==> src/rtl/cpu_pkg.sv <==
// Shared definitions for the 16-bit CPU: fetch FSM state encoding,
// instruction address width and the reset program counter.
package cpu_pkg;

    localparam int ADDR_W = 16;
    localparam logic [ADDR_W-1:0] RESET_PC = 16'h0000;

    typedef enum logic [1:0] {
        IDLE  = 2'd0,
        REQ   = 2'd1,
        ISSUE = 2'd2
    } fetch_state_t;

endpackage

==> src/rtl/pc_next.sv <==
// Next-PC selection for the fetch stage: purely combinational.
// Priority is jal, then jcond, then branch, then sequential; all arithmetic
// wraps modulo 2^W because the adders are exactly W bits wide.
module pc_next
    import cpu_pkg::*;
#(
    parameter int W = ADDR_W
) (
    input  logic [W-1:0] pc,
    input  logic [7:0]   disp,
    input  logic [W-1:0] jtarget,
    input  logic         branch,
    input  logic         jcond,
    input  logic         jal,
    output logic [W-1:0] next_pc
);

    localparam logic [W-1:0] ONE = W'(1);

    logic [W-1:0] disp_ext;

    // Sign-extend the 8-bit displacement to the full address width.
    always_comb begin
        disp_ext = {{(W-8){disp[7]}}, disp};
    end

    // Priority-ordered target select; register jumps outrank the relative branch.
    always_comb begin
        next_pc = pc + ONE;
        if (jal) begin
            next_pc = jtarget;
        end else if (jcond) begin
            next_pc = jtarget;
        end else if (branch) begin
            next_pc = pc + disp_ext;
        end
    end

endmodule

==> src/rtl/instr_fetch_unit.sv <==
// Instruction fetch stage: owns the PC, fetches one word per instruction over a
// req/ack handshake and holds it for the control unit until it is consumed.
// Optional feature macro: IFETCH_REDIRECT_CNT_EN enables the saturating
// taken-redirect counter; without it redirect_cnt is a constant zero.
module instr_fetch_unit
    import cpu_pkg::*;
#(
    parameter int                ADDR_W_P   = ADDR_W,
    parameter logic [ADDR_W_P-1:0] RESET_PC_P = RESET_PC
) (
    input  logic                clk,
    input  logic                rst,
    output logic                imem_req,
    output logic [ADDR_W_P-1:0] imem_addr,
    input  logic                imem_ack,
    input  logic [15:0]         imem_rdata,
    output logic [15:0]         INSTRUCTIONS,
    output logic                instr_valid,
    input  logic                stall,
    input  logic                branch,
    input  logic                jcond,
    input  logic                jal,
    input  logic [7:0]          disp,
    input  logic [ADDR_W_P-1:0] jtarget,
    output logic [ADDR_W_P-1:0] link_pc,
    output logic [15:0]         redirect_cnt
);

    localparam logic [ADDR_W_P-1:0] ONE = ADDR_W_P'(1);

    fetch_state_t        state;
    logic [ADDR_W_P-1:0] pc;
    logic [ADDR_W_P-1:0] next_pc;

    pc_next #(
        .W(ADDR_W_P)
    ) u_pc_next (
        .pc      (pc),
        .disp    (disp),
        .jtarget (jtarget),
        .branch  (branch),
        .jcond   (jcond),
        .jal     (jal),
        .next_pc (next_pc)
    );

    // The fetch address is always the PC; it only moves when leaving ISSUE.
    assign imem_addr = pc;

    // Fetch FSM with registered handshake, instruction and link outputs.
    always_ff @(posedge clk) begin
        if (rst) begin
            state        <= IDLE;
            pc           <= RESET_PC_P;
            imem_req     <= 1'b0;
            INSTRUCTIONS <= 16'h0000;
            instr_valid  <= 1'b0;
            link_pc      <= '0;
        end else begin
            case (state)
                IDLE: begin
                    state    <= REQ;
                    imem_req <= 1'b1;
                end
                REQ: begin
                    if (imem_ack) begin
                        INSTRUCTIONS <= imem_rdata;
                        link_pc      <= pc + ONE;
                        instr_valid  <= 1'b1;
                        imem_req     <= 1'b0;
                        state        <= ISSUE;
                    end
                end
                ISSUE: begin
                    if (!stall) begin
                        pc          <= next_pc;
                        instr_valid <= 1'b0;
                        imem_req    <= 1'b1;
                        state       <= REQ;
                    end
                end
                default: begin
                    state       <= IDLE;
                    imem_req    <= 1'b0;
                    instr_valid <= 1'b0;
                end
            endcase
        end
    end

`ifdef IFETCH_REDIRECT_CNT_EN
    logic        redirect_taken;
    logic [15:0] cnt;

    assign redirect_taken = (state == ISSUE) && !stall && (jal || jcond || branch);
    assign redirect_cnt   = cnt;

    // Count taken redirects, sticking at all-ones instead of wrapping.
    always_ff @(posedge clk) begin
        if (rst) begin
            cnt <= 16'h0000;
        end else if (redirect_taken && (cnt != 16'hFFFF)) begin
            cnt <= cnt + 16'd1;
        end
    end
`else
    assign redirect_cnt = 16'h0000;
`endif

endmodule

==> config.mk <==
export PLATFORM = sky130hd
export DESIGN_NAME = instr_fetch_unit
export DESIGN_NICKNAME = d
export VERILOG_FILES = /design/src/rtl/cpu_pkg.sv /design/src/rtl/pc_next.sv /design/src/rtl/instr_fetch_unit.sv
export SDC_FILE = /design/constraint.sdc
export NUM_CORES = 1
export LEC_CHECK = 0
export CAP_MARGIN = 20
export CORE_UTILIZATION = 41
export CTS_CLUSTER_DIAMETER = 40
export DETAILED_ROUTE_END_ITERATION = 7
export DONT_BUFFER_PORTS = 1
export PLACE_DENSITY = 0.66
export SLEW_MARGIN = 20
export SYNTH_ARGS = -nofsm -noshare
export SYNTH_HDL_FRONTEND = slang
export SYNTH_HIERARCHICAL = 1
export SYNTH_SLANG_ARGS = --single-unit
==> constraint.sdc <==
create_clock -name clk -period 3.1 [get_ports clk]
set_input_delay 0.31 -clock clk [delete_from_list [all_inputs] [get_ports clk]]
set_output_delay 0.31 -clock clk [all_outputs]
set_load 0.05 [all_outputs]
* After elaboration in Yosys (flattened, before gate mapping)
Cells that the tools add are included.
Operators by class: bitwise operators 2, add/subtract/negate cells 2, multiplexer cells 12, reduce and logical (&&, ||, !) cells 5, equal/unequal tests 4
Operators with widths (count):
- $mux 16 | 3
- $add 16x1->16 const B | 1
- $add 16x16->16 | 1
- $pmux 1 s3 | 2
- $pmux 2 s3 | 1
- $reduce_and 2->1 | 3
- $mux 1 | 4
- $mux 2 | 2
- $ne 2x2->1 const B | 2
- $reduce_and 3->1 | 1
- $eq 2x1->1 const B | 1
- $eq 2x2->1 const B | 1
- $logic_not 2->1 | 1
- $not 1->1 | 2
Word-level totals: bits in registers 52, logic and storage cells 31, input bits 47, output and inout port bits 66

* Depth between registers and ports, before layout
Gate-level depths: netlist of run 1.
word-level depth 4, gate-level depth with buffers 12, depth with buffers taken out 11

* Hierarchy
Netlist of run 1, hierarchy kept.
Modules (own cells, without submodules):
- instr_fetch_unit | seq. area each 1021.0 um2, area each 2213.4 um2, times used 1, cells each 269
- pc_next | seq. area each 0.0 um2, area each 937.1 um2, times used 1, cells each 153

* Least setup slack after synthesis of run 1
Ideal clock, no wire load.
kind register to register, from register pc[3] (netlist: imem_addr[3]), to register pc[13] (netlist: imem_addr[13]), clock period less this slack 2809 ps, library setup time 70 ps, data required time 3030 ps, path buffers 0, setup slack 291 ps, cell stages (with the launch flop) 10, arrival time 2738 ps, path through dfxtp_1 -> ha_1 -> a21o_1 -> a21oi_2 -> a21oi_2 -> or4_4 -> or4_1 -> nand4_1 -> nand2_1 -> a21oi_1
On the way: cells in the longest elaborated chain, start to end 4, elaborated cells on any way between the ends 5, classes of those cells add/sub (2); mux (3)
Ends and longest elaborated chain:
- from (decl) | line instr_fetch_unit.sv:32 | logic [ADDR_W_P-1:0] pc;
- from (signal assigned) | line instr_fetch_unit.sv:76 | pc <= next_pc;
- $add 16x1->16 / $add 16x16->16 (equally long branches) | line pc_next.sv:29, pc_next.sv:35
- $mux 16 (*) | line pc_next.sv:34 | end else if (branch) begin
- $mux 16 (*) | line pc_next.sv:32 | end else if (jcond) begin
- $mux 16 (*) | line pc_next.sv:30 | if (jal) begin
- named net next_pc[13] | line instr_fetch_unit.sv:33 | logic [ADDR_W_P-1:0] next_pc;
Mark *: on every way through the listed nets, which the timed path passes. The rest lies on a longest branch. A chain may end at the register's enable or synchronous reset.

* Worst setup path after layout of run 1
from register pc[0] (netlist: imem_addr[0]), to register pc[10] (netlist: imem_addr[10])
The elaborated chain is that of the path after synthesis.

==> reports/results.tsv, run 1 <==
metric	value	unit
max layer used	met4	
worst clock skew	0.005412	ns
synth unique cells	53	
CTS max path bufs	2	
post-detail-place hpwl	5696	um
CTS Hold Bufs	0	
internal power	0.9163	mW
DP Worst Slack	0.3551	ns
fmax	373.6	MHz
pin count of the biggest net entering global routing	52	
# port buffers	0	
initial antenna violation count	0	
Final Routed Wirelength	7731	um
Placer Congestion	0.8924	
Worst Path Arrival	2.92	ns
Post-Synthesis Cells	422	
clk slew on worst S/H paths	0.10	ns
switching power share of the total	35.24	%
fill count	758	
GRT overflow	0	
all-layer global routing usage	19.39	%
status	complete, no violations	
worst-margin pin slew	0.9985	ns
unrepaired setup endpoints after global routing	false	
Post-synth EDFFs	0	
fin area	3332	um^2
Worst R2R Path Depth	10	
Comb pwr share	14.9	%
Critical Path Max Stage Delay	0.45	ns
top post-synthesis cells by count	101 x nand2_1, 51 x dfxtp_1, 45 x a21oi_1	
Yosys warnings	6	
Antenna Violating Nets Remaining	0	
Yosys top cell area share	32.41	%
Switch Pwr	0.4986	mW
area leader, netlist	dfxtp_1	
crit-path cells	ha_1 > fa_1 > a211oi_1 > o21ai_0 > a21oi_1 > mux2i_1 > xnor2_1 > o21ai_0 > nand2_1 > a21oi_1	
WL met1	3321	um
vias in the first global route	2506	
Vias	2821	
Horiz. Die Dim	89.66	um
HP Class	in2reg	
# resized after CTS	0	
Crit Path Max Fanout	5	
critical path class	reg2reg	
FF+latch count, synth	51	
Setup WS post-layout	0.4236	ns
final net count	476	
Initial Utilization	42.98	%
Clk pwr share	28.6	%
CTS tree	built	
register area share after synthesis	32.41	%
Netlist Area Pre-Place	3151	um^2
CTS Buf Count	5	
Max VDD drop	210.8	uV
Syn Area/Cell	7.466	um^2
Cell Rows	31	
share of layout cells above drive strength 1	9.739	%
CP Data Required Time	3.34	ns
most frequent cell after synthesis	nand2_1	
CP Launch Type	flop	
Via density	5.425	
Die Area	8039	um^2
Die Ht	89.66	um
Hold Crit Depth	1	
synthesis-to-layout area growth	5.759	%
routed len/inst	14.87	um
root buffer cell	clkbuf_8	
Tmin final	2.676	ns
PD cells	424.6	nW/um^2
maximum capacitance violations	0	
main flop type after synthesis	dfxtp_1	
Final Hold Fails	0	
clock sink count	51	
Leak	1.213	nW
Post-CTS Setup Bufs	0	
worst skew pair latency	0.31	ns
Worst path slowest cell	fa_1	
register share of total power	56.5	%
Placed Instance Area	3234	um^2
# setup viols final	0	
drt initial violations	95	
DRC	0	
crit end category	flop	
met2 wire len	3578	um
final clock period utilization by the worst path	86.34	%
I/O pin count	113	
first drt pass iteration count	4	
core area	7331	um^2
max_slew headroom	33.34	%
max-slew violation count	0	
Async SR Flop Fraction	0	%
setup TNS	0	ns
met3 wire len	727	um
Inserted Diodes	0	
Synth area leaders	dfxtp_1 32%, nand2_1 12%, a21oi_1 7.1%, xnor2_1 5.3%, nor2_1 4.6%	
first-pass GRT wire length	12050	um
H-tree Lvls	2	
Total Power	1.415	mW
==> cell usage in the layout, fill, tap and decap left out, drive strengths merged, types with 8 or more instances in the layout <==
cell type,count
xnor2,19
nor3,9
a21oi,47
buf,14
o21ai,17
and2,9
dfxtp,51
conb,16
nor2,40
ha,8
a211oi,15
nand2,102
nand3,8
==> stage by stage <==
step / utilization (%) / hold slack (ns) / instances
global placement: 44.12 / 0.3819 / 512
global route: 45.45 / 0.02217 / 520
detailed placement: 44.12 / 0.3840 / 512
finish: 45.45 / 0.05230 / 520
floorplan: - / 0.4460 / 437
CTS: 45.45 / 0.04730 / 520
==> worst paths after layout <==
kind / from / to / slack, ns
max reg2reg: imem_addr[0] / imem_addr[10] / 0.42
max: imem_addr[0] / imem_addr[10] / 0.42
min: rst / INSTRUCTIONS[11] / 0.05
min reg2reg: state[1] / state[1] / 0.57
==> critical path, delay by kind of cell (launching register included) <==
kind,cells,cell delay (ns)
adders and majority gates,2,0.68
and+or+nand+nor,1,0.07
xor gates and xnor gates,1,0.08
DFF,1,0.34
AOI/OAI and AO/OA,5,1.16
muxes,1,0.28
==> layer usage <==
metal  up-vias  global-route usage, %
met3        11                  5.484
met1      1278                  24.92
met2       119                  31.40
li1       1413                      -
met5         -                      0
met4         0                  6.205
==> final cells by class <==
cell class / count / area [um^2] / share of cell area (%)
clock inverter: 3 / 28.78 / 0.8637
clock buffer: 5 / 68.82 / 2.065
timing repair buffer: 14 / 105.1 / 3.154
tap: 99 / 123.9 / 3.718
multi-input combinational: 345 / 1973 / 59.22
sequential: 51 / 1021 / 30.64
inverter: 3 / 11.26 / 0.3380
==> sequential cells by signal, indices dropped and copies added (netlist names) <==
register / flops
INSTRUCTIONS: 16
imem_addr: 16
link_pc: 16
state: 2
instr_valid: 1
==> power groups by stage <==
stage / logic (mW) / registers [mW] / clock network (mW)
5_1_grt: 0.234 / 0.806 / 0.458
3_3_place_gp: 0.206 / 0.815 / 0
4_1_cts: 0.210 / 0.800 / 0.419
3_5_place_dp: 0.209 / 0.816 / 0
2_1_floorplan: 0.189 / 0.825 / 0
6_report: 0.211 / 0.799 / 0.405
==> cells by family (layout without fill, tap and decap cells) <==
kind of cell	count (synthesis)	after routing	synth area share [%]
XOR/XNOR	24	24	6.672
multiplexers	3	3	0.9532
AO/OA/AOI/OAI	99	99	19.62
flip-flops	51	51	32.41
buffers and inverters	41	25	6.910
AND/OR/NAND/NOR	194	194	29.51
other	1	16	0.1190
adder cells (fa/ha/maj)	9	9	3.813
No activity file was read; power rests on OpenSTA's default activity.
==> run 2: changes to the inputs <==
Settings changed: ABC_AREA set to 1.
==> reports/results.tsv, run 2 <==
metric	value	unit	change
status	complete, no violations		
fill count	879		+16%
DP Worst Slack	0.7754	ns	+0.4203 ns
Yosys top cell area share	29.54	%	-2.9 points
FF-to-FF End	imem_addr[12]		
Vias	3273		+16%
worst-margin pin slew	0.7490	ns	-0.2495 ns
Placer Congestion	0.9129		+2.3%
fmax	427.3	MHz	+14%
GRT overflow	0		unchanged
core area	8175	um^2	+12%
final hold slack	0.06173	ns	+0.009434 ns
R2R setup slack	0.76	ns	+0.34 ns
crit-path cells	fa_1 > nand2_1 > nand3_1 > nand2_1 > nand2_1 > nand2_1 > nand2_1 > nand2_1 > nand3_1 > nand2_1 > o21ai_0 > a21oi_1		
Crit Path Max Fanout	7		+2
CTS tree	built		
DRC	0		unchanged
setup TNS	0	ns	unchanged
synth unique cells	35		-34%
commonest cells after routing, fill and taps aside	113 x nand2_1, 93 x nor2_1, 70 x inv_1		
Via density	4.989		-8.0%
Worst Path Arrival	2.53	ns	-0.39 ns
drt initial violations	210		+120%
Tmin final	2.340	ns	-0.3361 ns
first drt pass iteration count	4		unchanged
PD cells	432.1	nW/um^2	+1.8%
Syn Area/Cell	6.364	um^2	-15%
Leak	1.813	nW	+49%
FF+latch count, synth	51		unchanged
main flop type after synthesis	dfxtp_1		
Post-CTS Setup Bufs	0		unchanged
Cell Rows	33		+6.5%
final clock period utilization by the worst path	75.49	%	-11 points
synthesis-to-layout area growth	6.227	%	
Worst path slowest cell	dfxtp_1		
unrepaired setup endpoints after global routing	false		
most frequent cell after synthesis	nand2_1		
H-tree Lvls	2		unchanged
Critical Path Max Stage Delay	0.82	ns	+0.37 ns
Final Hold Fails	0		unchanged
share of layout cells above drive strength 1	12.16	%	+2.4 points
critical path class	reg2reg		
max_slew headroom	50.00	%	+17 points
Inserted Diodes	0		unchanged
HP Start	rst		
Netlist Area Pre-Place	3456	um^2	+9.7%
top post-synthesis cells by count	113 x nand2_1, 93 x nor2_1, 70 x inv_1		
Async SR Flop Fraction	0	%	unchanged
CTS max path bufs	2		unchanged
crit end category	flop		
Final Routed Wirelength	8598	um	+11%
first-pass GRT wire length	13890	um	+15%
register area share after synthesis	29.54	%	-2.9 points
clock sink count	51		unchanged
initial antenna violation count	0		unchanged
Initial Utilization	42.27	%	-0.71 points
Layout Utilization	44.90	%	-0.55 points
worst skew pair latency	0.31	ns	about the same
area leader, netlist	dfxtp_1		
pin count of the biggest net entering global routing	46		-12%
maximum capacitance violations	0		unchanged
# port buffers	0		unchanged
clk slew on worst S/H paths	0.11	ns	about the same
all-layer global routing usage	19.80	%	+0.41 points
# resized after CTS	0		unchanged
CP Launch Type	flop		
I/O pin count	113		unchanged
HP Class	in2reg		
Crit path top cell by count	nand2_1		
worst clock skew	0.01380	ns	+0.008387 ns
Die Area	8800	um^2	+9.5%
vias in the first global route	2892		+15%
commonest non-fill, non-tap cell in the layout	nand2_1		
Die Ht	93.81	um	+4.6%
CP Data Required Time	3.29	ns	-0.05 ns
root buffer cell	clkbuf_8		
max-slew violation count	0		unchanged
Horiz. Die Dim	93.81	um	+4.6%
final net count	606		+27%
Max VDD drop	244.8	uV	+16%
CTS Buf Count	5		unchanged
Hold Crit Depth	1		unchanged
Post-Synthesis Cells	543		+29%
Yosys warnings	6		unchanged
post-detail-place hpwl	6600	um	+16%
Post-synth EDFFs	0		unchanged
# setup viols final	0		unchanged
Antenna Violating Nets Remaining	0		unchanged
routed len/inst	13.11	um	-12%
CTS Hold Bufs	0		unchanged
Worst R2R Path Depth	12		+2
Setup WS post-layout	0.7597	ns	+0.3361 ns
reg2reg start	imem_addr[1]		
hold path endpoint	state[1]		
Synth area leaders	dfxtp_1 30%, nand2_1 12%, nor2_1 10%, inv_1 7.6%, o21ai_0 5.4%		
## run 2: report_power, final
part | switching [mW] | internal, mW
clock | 0.245 | 0.168
combinational | 0.231 | 0.0936
sequential | 0.150 | 0.698
## run 2: layout make-up
cell class	instances	area (um^2)	share of cell area (%)
clock buffers	5	68.82	1.875
clock inverters	3	28.78	0.7839
inverters	75	284.0	7.737
multi-input cells	400	1989	54.19
flip-flops and latches	51	1021	27.81
well taps	105	131.4	3.579
repair buffers	17	147.6	4.022
## run 2: worst max-delay path by stage
stage            startpoint             to  slack (ns)
2_1_floorplan  imem_addr[2]   imem_addr[9]        0.90
3_5_place_dp   imem_addr[1]  imem_addr[12]        0.78
4_1_cts        imem_addr[1]  imem_addr[12]        0.77
6_report       imem_addr[1]  imem_addr[12]        0.76
5_1_grt        imem_addr[1]  imem_addr[12]        0.57
3_3_place_gp   imem_addr[1]  imem_addr[13]        0.88
## run 2: logic make-up after synthesis
| logic type | count (synthesis) | synth area share, % |
|---|---|---|
| other | 1 | 0.1085 |
| adder cells (fa/ha/maj) | 9 | 3.476 |
| XOR/XNOR | 16 | 4.055 |
| AND/OR/NAND/NOR | 281 | 35.88 |
| multiplexers | 1 | 0.2897 |
| flip-flops | 51 | 29.54 |
| AO/OA/AOI/OAI | 77 | 12.13 |
| buffers and inverters | 107 | 14.52 |
## run 2: critical path: cells and delay by family, from the launching register on
kind | cells | cell delay (ns)
AOI/OAI and AO/OA | 2 | 0.21
and+or+nand+nor | 9 | 0.81
DFF | 1 | 0.82
adders and majority gates | 1 | 0.37
## run 2: routing by layer
layer,vias up,wire [um],track usage [%]
li1,1688,-,-
met1,1467,3894,25.90
met2,103,4020,32.73
met3,15,561,4.207
met4,0,123,5.385
met5,-,0,0
## run 2: metrics by stage
| stage | cell area (um^2) | power, mW | cells |
|---|---|---|---|
| finish | 3671 | 1.586 | 656 |
| CTS | 3643 | 1.601 | 655 |
| global placement | 3546 | 1.180 | 647 |
| floorplan | 3512 | 1.143 | 558 |
| detailed placement | 3546 | 1.185 | 647 |
| global route | 3671 | 1.672 | 656 |
==> run 3: changes to the inputs <==
Settings changed: PLACE_DENSITY 0.66 to 0.68.
Clock period 3.1 ns to 2 ns, I/O delays scaled along.
==> reports/results.tsv, run 3 (synthesized netlist as in run 2, its figures left out) <==
metric	value	unit	change
DP Worst Slack	-0.05177	ns	-0.8272 ns
crit-path leading delay family	adder cells		
met3 wire len	662	um	+18%
internal power	1.508	mW	+57%
register share of total power	51.6	%	-1.9 points
Via density	4.951		-0.77%
Worst R2R Path Depth	8		-4
WP depth	8		-4
# port buffers	0		unchanged
Crit Path Max Fanout	3		-4
share of layout cells above drive strength 1	17.35	%	+5.2 points
Switch Pwr	1.005	mW	+60%
clk slew on worst S/H paths	0.11	ns	about the same
CP Data Required Time	2.22	ns	-1.07 ns
GRT overflow	0		unchanged
CTS tree	built		
commonest cells after routing, fill and taps aside	109 x nand2_1, 93 x nor2_1, 70 x inv_1		
# setup viols final	0		unchanged
crit end category	flop		
unrepaired setup endpoints after global routing	true		
met2 wire len	4117	um	+2.4%
initial antenna violation count	0		unchanged
PD cells	655.0	nW/um^2	+52%
Max VDD drop	309.7	uV	+27%
Final Routed Wirelength	8931	um	+3.9%
fmax	529.4	MHz	+24%
WL met1	3985	um	+2.3%
I/O pin count	113		unchanged
vias in the first global route	2873		-0.66%
synthesis-to-layout area growth	11.01	%	
reg2reg start	imem_addr[0]		
FF-to-FF End	imem_addr[4]		
first-pass GRT wire length	13900	um	about the same
fill count	860		-2.2%
maximum capacitance violations	0		unchanged
worst clock skew	0.01189	ns	-0.001908 ns
Non-Filler Instances	670		+2.1%
critical path class	reg2reg		
drt initial violations	204		-2.9%
status	complete, no violations		
Horiz. Die Dim	93.81	um	unchanged
commonest non-fill, non-tap cell in the layout	nand2_1		
worst skew pair latency	0.32	ns	about the same
Total Power	2.513	mW	+58%
max_slew headroom	64.68	%	+15 points
pin count of the biggest net entering global routing	30		-35%
core area	8175	um^2	unchanged
Tmin final	1.889	ns	-0.4514 ns
Placer Congestion	0.9805		+7.4%
Critical Path Source	imem_addr[0]		
final hold slack	0.01238	ns	-0.04935 ns
CTS max path bufs	2		unchanged
final net count	620		+2.3%
Critical Path End	imem_addr[4]		
Setup WS post-layout	0.1111	ns	-0.6486 ns
final clock period utilization by the worst path	94.45	%	+19 points
Die Ht	93.81	um	unchanged
first drt pass iteration count	5		+1
post-detail-place hpwl	6809	um	+3.2%
max-slew violation count	0		unchanged
Inserted Diodes	0		unchanged
Cells after DPL	661		+2.2%
CTS Buf Count	5		unchanged
Cell Rows	33		unchanged
Clk pwr share	26.4	%	+0.3 points
H-tree Lvls	2		unchanged
Critical Path Max Stage Delay	0.40	ns	-0.42 ns
R2R setup slack	0.11	ns	-0.65 ns
Vias	3317		+1.3%
routed len/inst	13.33	um	+1.7%
max layer used	met4		
Leak	1.885	nW	+4.0%
clock sink count	51		unchanged
worst-margin pin slew	0.5291	ns	-0.2199 ns
switching power share of the total	40.00	%	+0.50 points
CP Launch Type	flop		
HP Class	in2reg		
Comb pwr share	22.0	%	+1.5 points
Worst Path Arrival	2.11	ns	-0.42 ns
Worst path slowest cell	fa_2		
Final Hold Fails	0		unchanged
Initial Utilization	42.27	%	unchanged
Antenna Violating Nets Remaining	0		unchanged
Post-CTS Setup Bufs	0		unchanged
all-layer global routing usage	20.05	%	+0.25 points
Layout Utilization	46.92	%	+2.0 points
root buffer cell	clkbuf_8		
Critical path buffers and inverters	0		unchanged
crit-path cells	ha_4 > fa_2 > a31o_2 > or2_2 > nand3_1 > nand2_1 > o21ai_0 > nor2_1		
Die Area	8800	um^2	unchanged
DRC	0		unchanged
-- run 3: cell count changes in the layout (fill, tap and decap cells not counted), moves of 4 or more --
cell / delta
buf_4: +14
o21ai_1: +4
dfxtp_1: -8
ha_1: -4
nand2_2: +4
nand2_1: -4
o21ai_0: -4
dfxtp_2: +7
-- run 3: area by class of cell --
class,instances,area (um^2),share of cell area [%]
inverter,75,284.0,7.404
tap,105,131.4,3.425
multi-input combinational,400,2054,53.56
timing repair buffer,31,235.2,6.132
clock inverter,3,28.78,0.7502
sequential,51,1033,26.94
clock buffer,5,68.82,1.794
-- run 3: stage by stage --
| stage | area, um^2 | TNS (ns) |
|---|---|---|
| 2_1_floorplan | 3523 | 0 |
| 3_3_place_gp | 3662 | -0.009287 |
| 3_5_place_dp | 3662 | -0.08563 |
| 4_1_cts | 3775 | 0 |
| 5_1_grt | 3836 | -0.02496 |
| 6_report | 3836 | 0 |
-- run 3: worst min-delay path by stage --
stage | start | endpoint | cells after the start
2_1_floorplan | imem_rdata[10] | INSTRUCTIONS[10] | 2
3_3_place_gp | rst | state[1] | 1
3_5_place_dp | rst | state[1] | 1
4_1_cts | imem_rdata[11] | INSTRUCTIONS[11] | 2
5_1_grt | imem_rdata[9] | INSTRUCTIONS[9] | 2
6_report | imem_rdata[8] | INSTRUCTIONS[8] | 2
-- run 3: metal layers --
| layer | GRT usage (%) | up-vias |
|---|---|---|
| li1 | - | 1710 |
| met1 | 26.35 | 1487 |
| met2 | 32.60 | 108 |
| met3 | 3.803 | 12 |
| met4 | 6.923 | 0 |
| met5 | 0 | - |
-- run 3: power groups by stage --
stage	sequential, mW	clock [mW]	combinational [mW]
after global placement	1.32	0	0.529
after detailed placement	1.32	0	0.537
after floorplan	1.38	0	0.390
final	1.30	0.663	0.553
after CTS	1.30	0.683	0.541
after global routing	1.31	0.716	0.609
-- run 3: what timing repair did --
| action | CTS | global route |
|---|---|---|
| hold buffers | 1 | 0 |
| hold endpoints to repair | 1 | 0 |
| pin swaps | 0 | 4 |
| resized for setup | 1 | 17 |
| cloned | 0 | 0 |
| setup endpoints to repair | 4 | 11 |
